==> src/rtl/sync_fifo_pkg.sv <==
// Shared defaults and the occupancy-count width helper for the synchronous FIFO.
package sync_fifo_pkg;

  localparam int DEF_DATA_W = 8;
  localparam int DEF_ADDR_W = 3;
  localparam int DEF_AE_LVL = 2;

  // Occupancy must represent 0..2**addr_w inclusive, hence one extra bit.
  function automatic int cnt_w(input int addr_w);
    return addr_w + 1;
  endfunction

endpackage

==> src/rtl/fifo_mem.sv <==
// FIFO storage: one synchronous write port, one asynchronous read port, no reset.
module fifo_mem #(
  parameter int DATA_W = 8,
  parameter int ADDR_W = 3
) (
  input  logic              clk,
  input  logic              wr_en,
  input  logic [ADDR_W-1:0] wr_addr,
  input  logic [DATA_W-1:0] wr_data,
  input  logic [ADDR_W-1:0] rd_addr,
  output logic [DATA_W-1:0] rd_data
);

  logic [DATA_W-1:0] mem [2**ADDR_W];

  always_ff @(posedge clk) begin
    if (wr_en) mem[wr_addr] <= wr_data;
  end

  assign rd_data = mem[rd_addr];

endmodule

==> src/rtl/param_sync_fifo.sv <==
// Parameterised single-clock FIFO; pop data registered one cycle after rd_ok, or shown head-first with FIFO_FWFT_EN.
// Latency: push visible to pop on the next cycle; flags decode the registered count.
// Backpressure: pushes while full (no pop) and pops while empty are dropped and raise sticky overflow/underflow.
module param_sync_fifo
  import sync_fifo_pkg::*;
#(
  parameter int DATA_W = DEF_DATA_W,
  parameter int ADDR_W = DEF_ADDR_W,
  parameter int AF_LVL = (2**ADDR_W) - 2,
  parameter int AE_LVL = DEF_AE_LVL
) (
  input  logic                         clk,
  input  logic                         rst,
  input  logic                         wr_en,
  input  logic [DATA_W-1:0]            buf_in,
  input  logic                         rd_en,
  input  logic                         err_clr,
  output logic [DATA_W-1:0]            buf_out,
  output logic                         buf_empty,
  output logic                         buf_full,
  output logic                         almost_empty,
  output logic                         almost_full,
  output logic [cnt_w(ADDR_W)-1:0]     fifo_counter,
  output logic                         overflow,
  output logic                         underflow
);

  localparam int DEPTH = 2**ADDR_W;
  localparam int CNT_W = cnt_w(ADDR_W);

  logic [ADDR_W-1:0] wr_ptr;
  logic [ADDR_W-1:0] rd_ptr;
  logic [DATA_W-1:0] rd_data;
  logic              wr_ok;
  logic              rd_ok;

  assign buf_empty    = (fifo_counter == '0);
  assign buf_full     = (fifo_counter == CNT_W'(DEPTH));
  assign almost_empty = (fifo_counter <= CNT_W'(AE_LVL));
  assign almost_full  = (fifo_counter >= CNT_W'(AF_LVL));

  // A pop frees the slot in the same cycle, so a full FIFO still takes a push alongside it.
  assign rd_ok = rd_en && !buf_empty;
  assign wr_ok = wr_en && (!buf_full || rd_ok);

  fifo_mem #(
    .DATA_W (DATA_W),
    .ADDR_W (ADDR_W)
  ) u_mem (
    .clk     (clk),
    .wr_en   (wr_ok),
    .wr_addr (wr_ptr),
    .wr_data (buf_in),
    .rd_addr (rd_ptr),
    .rd_data (rd_data)
  );

  always_ff @(posedge clk or negedge rst) begin
    if (!rst) begin
      wr_ptr       <= '0;
      rd_ptr       <= '0;
      fifo_counter <= '0;
    end else begin
      if (wr_ok) wr_ptr <= wr_ptr + 1'b1;
      if (rd_ok) rd_ptr <= rd_ptr + 1'b1;
      case ({wr_ok, rd_ok})
        2'b10:   fifo_counter <= fifo_counter + 1'b1;
        2'b01:   fifo_counter <= fifo_counter - 1'b1;
        default: fifo_counter <= fifo_counter;
      endcase
    end
  end

  // Error set takes priority over a coincident clear.
  always_ff @(posedge clk or negedge rst) begin
    if (!rst) begin
      overflow  <= 1'b0;
      underflow <= 1'b0;
    end else begin
      if (wr_en && buf_full && !rd_ok) overflow <= 1'b1;
      else if (err_clr)                overflow <= 1'b0;
      if (rd_en && buf_empty)          underflow <= 1'b1;
      else if (err_clr)                underflow <= 1'b0;
    end
  end

`ifdef FIFO_FWFT_EN
  assign buf_out = buf_empty ? '0 : rd_data;
`else
  logic [DATA_W-1:0] out_q;

  always_ff @(posedge clk or negedge rst) begin
    if (!rst)       out_q <= '0;
    else if (rd_ok) out_q <= rd_data;
  end

  assign buf_out = out_q;
`endif

endmodule

==> config.mk <==
export PLATFORM = sky130hd
export DESIGN_NAME = param_sync_fifo
export DESIGN_NICKNAME = d
export VERILOG_FILES = /design/src/rtl/sync_fifo_pkg.sv /design/src/rtl/fifo_mem.sv /design/src/rtl/param_sync_fifo.sv
export SDC_FILE = /design/constraint.sdc
export NUM_CORES = 1
export LEC_CHECK = 0
export BUFFER_PORTS_ARGS = -buffer_cell sky130_fd_sc_hd__buf_2
export CAP_MARGIN = 20
export CORE_MARGIN = 2
export CORE_UTILIZATION = 30
export CTS_CLUSTER_SIZE = 14
export DETAILED_ROUTE_END_ITERATION = 6
export PLACE_DENSITY = 0.51
export SKIP_CTS_REPAIR_TIMING = 1
export SYNTH_ARGS = -nofsm -noshare
export SYNTH_HDL_FRONTEND = slang
export SYNTH_SLANG_ARGS = --single-unit
==> constraint.sdc <==
create_clock -name clk -period 1.9 [get_ports clk]
set_clock_uncertainty 0.05 [all_clocks]
set_input_delay 0.19 -clock clk [delete_from_list [all_inputs] [get_ports clk]]
set_output_delay 0.19 -clock clk [all_outputs]
set_load 0.01 [all_outputs]
==> results.json <==
{
  "run_status": "complete, but fails checks",
  "violations": "DRC, setup timing",
  "crit_arrival_ns": 2.13,
  "synth_top_family_by_area": "multiplexers",
  "clk_path_buf_depth": 2,
  "layout-area-overhead-vs-synth_pct": 21.38,
  "std_cell_rows": 39,
  "critical_path.reg2reg.startpoint": "fifo_counter[1]",
  "drv.max_cap_violation_count": 0,
  "worst_hold_path.endpoint": "underflow",
  "postLayoutCoreUtil": 0.3757,
  "tightestPinTransition_ns": 0.8919,
  "global_route_wire_length_before_repair_microns": 11410,
  "drive_above_1_share": 0.3460,
  "synth_enable_flop_cells": 64,
  "post_dp_cell_area_sq_mm": 0.004001,
  "p_sw_frac": 0.3372,
  "synthesis.area_per_instance_sq_um": 15.30,
  "diodes": 0,
  "worst_setup_path_end_kind": "flip-flop",
  "peakVddDrop_uv": 477.6,
  "worstReg2RegEnd": "fifo_counter[1]",
  "yosys.area_share.xor_xnor": 0.01229,
  "cp_slowest_cell": "mux4_2",
  "hold_viol": 0,
  "wl_per_cell_microns": 17.32,
  "initial_utilization": 0.3095,
  "drt_first_iter_violations": 105,
  "clock-root-buffer": "clkbuf_16",
  "switching_power_total_mw": 2.238,
  "synthesized_area_sq_mm": 0.003565,
  "die_h_microns": 113.0,
  "antenna_violating_nets_post_route": 0,
  "floorplan.die_area_sq_mm": 0.01277,
  "async_flop_share": 0.2381,
  "gr-total-overflow": 0,
  "fin_cells": 432,
  "combined_global_route_utilization_of_all_metal_layers": 0.1213,
  "max_frequency_mhz": 504.2,
  "finalWeightedCongestion": 0.7752,
  "synth.distinct_cells": 42,
  "type_of_the_worst_setup_path": "flip-flop to flip-flop",
  "fin_crit_ns": 1.983,
  "cts_made_buffers": 9,
  "pre_cts_setup_slack_ns": -0.09191,
  "rrSetupSlack_ns": -0.08,
  "final_cell_mix": "edfxtp_1, buf_2, buf_4, dfrtp_1",
  "rsz0062_at_grt": "true",
  "postSynthRegisterBits": 84,
  "dp.final_hpwl_microns": 4862,
  "port_buffers": 30,
  "core_region_area_sq_mm": 0.01152,
  "clkPwrFrac": 0.248,
  "final_min_period_over_clock_period": 1.044,
  "clock_tree.htree_level_count": 3,
  "compound_cell_area_share_of_the_yosys_netlist": 0.09688,
  "synthMuxAreaShare": 0.1081,
  "synth_fp_nets": 249,
  "vias_per_cell": 4.773,
  "final_nets": 300,
  "io_pins": 31,
  "clk_pin_slew_ns": 0.06,
  "synth_simple_gate_area_frac": 0.06353,
  "synthAdderAreaFrac": 0.01053,
  "finalInstanceArea_sq_mm": 0.004327,
  "commonest_non_fill_non_tap_cell_in_the_layout": "edfxtp_1",
  "cp_slowest_stage_delay_ns": 0.47,
  "vias": 2062,
  "whs_path_depth": 2,
  "hold_start": "err_clr",
  "drt_pre_antenna_iters": 6,
  "wl_microns": 7481,
  "power_report.internal_total_mw": 4.399,
  "drcViolationCount": 2,
  "clk_latency_ns": 0.33,
  "timing.critical_path.fanout_max": 4,
  "fin_tns_setup_ns": -0.08339,
  "reg2reg_depth": 5,
  "die_w_microns": 113.0,
  "synth_sequential_area_ratio": 0.6795,
  "leakage_nw": 1.635,
  "worstSetupStartpointType": "flip-flop",
  "cts_tree": "yes",
  "grt_antenna_before_repair": 0,
  "postLayoutSetupSlackWorst_ns": -0.08339,
  "synth_ff_type": "edfxtp_1",
  "seq_power_share": 0.394,
  "via_count_of_the_first_global_routing_pass": 1998,
  "synthesis.instances": 233,
  "setup_viol": 1,
  "cts.sinks": 84,
  "placed_instance_count": 414,
  "yosys_warnings": 0,
  "grt_max_degree": 35,
  "final_max_slew_viol_count": 0,
  "cellPowerDensity_mw_per_mm2": 1534,
  "comb_power_share": 0.358,
  "list_of_cells_traversed_by_the_critical_path": "or3b_4 > o21ai_2 > ha_1 > a21o_1 > mux4_2",
  "worst_slew_margin_rel": 0.4022,
  "timing.critical_path.required_ns": 2.05,
  "hold_path.class": "input port to flip-flop"
}
worst max-delay path: cells and delay by family, from the launching register on:
family	cells	cell delay, ns
AOI/OAI and AO/OA	2	0.28
adders and majority gates	1	0.25
DFF	1	0.42
muxes	1	0.47
and+or+nand+nor	1	0.38
sequential cells by signal, summed over array words and instances (netlist names):
register / flops
wr_ptr: 3
u_mem.mem: 64
buf_out: 8
rd_ptr: 3
underflow: 1
overflow: 1
fifo_counter: 4
power groups by stage:
stage,logic [mW],clock network [mW],registers (mW)
4_1_cts,2.35,1.70,2.62
5_1_grt,2.58,1.77,2.67
3_3_place_gp,2.33,0,2.64
2_1_floorplan,1.48,0,2.71
6_report,2.37,1.65,2.62
3_5_place_dp,2.34,0,2.65
synthesized netlist by cell type, types with 2 or more instances:
cell type   n  area [sq um]
o21ai_0     4         20.02
dfrtp_1    20         500.5
mux2_2     17         191.4
xor2_1      2         17.52
nor3_1      5         25.02
buf_4       4         30.03
buf_6       2         22.52
o31a_1      2         17.52
buf_1       2         7.510
o22ai_1     8         50.05
nor4_1      2         12.51
nand2_1    17         63.81
edfxtp_1   64          1922
a22o_1      8         70.07
inv_1       6         22.52
nand2b_1    4         25.02
clkbuf_1    3         11.26
nor2_1      8         30.03
nor2b_1     3         18.77
o211ai_1    3         22.52
xnor2_1     3         26.28
o31ai_1     8         60.06
buf_2       2         10.01
mux2i_1    16         160.2
ha_1        3         37.54
logic make-up after synthesis:
family,after synthesis
AO/OA/AOI/OAI,43
XOR/XNOR,5
adder cells (fa/ha/maj),3
buffers and inverters,19
flip-flops,84
multiplexers,35
AND/OR/NAND/NOR,44
area by class of cell:
| class | instances | area (sq um) |
|---|---|---|
| Fill cell | 1097 | 7189 |
| Clock buffer | 10 | 239.0 |
| Inverter | 6 | 22.52 |
| Timing Repair Buffer | 53 | 337.8 |
| Clock inverter | 6 | 46.29 |
| Sequential cell | 84 | 2424 |
| Tap cell | 143 | 178.9 |
| Multi-Input combinational cell | 130 | 1079 |
metal layers:
metal,vias to the layer above,global-route usage,share of wire
li1,1009,-,-
met1,1017,0.1689,0.49
met2,29,0.1852,0.47
met3,7,0.02571,0.020
met4,0,0.04959,0.016
met5,-,0,0
metrics by stage:
step | hold slack, ns | power, mW
finish | 0.008677 | 6.637
global placement | 0.1671 | 4.969
detailed placement | 0.1700 | 4.991
floorplan | -0.1556 | 4.186
CTS | -0.1938 | 6.662
global route | 0.004356 | 7.017
how the worst max path moves through the flow:
stage	from	end	slack [ns]	depth (start not counted)
3_5_place_dp	fifo_counter[1]	fifo_counter[1]	-0.09	5
3_3_place_gp	fifo_counter[1]	u_mem.mem[1][4]	-0.05	3
5_1_grt	fifo_counter[2]	fifo_counter[1]	-0.16	6
2_1_floorplan	fifo_counter[1]	fifo_counter[1]	-0.09	5
6_report	fifo_counter[1]	fifo_counter[1]	-0.08	5
4_1_cts	fifo_counter[1]	u_mem.mem[1][2]	-0.13	3
No activity file was read; power rests on OpenSTA's default activity.
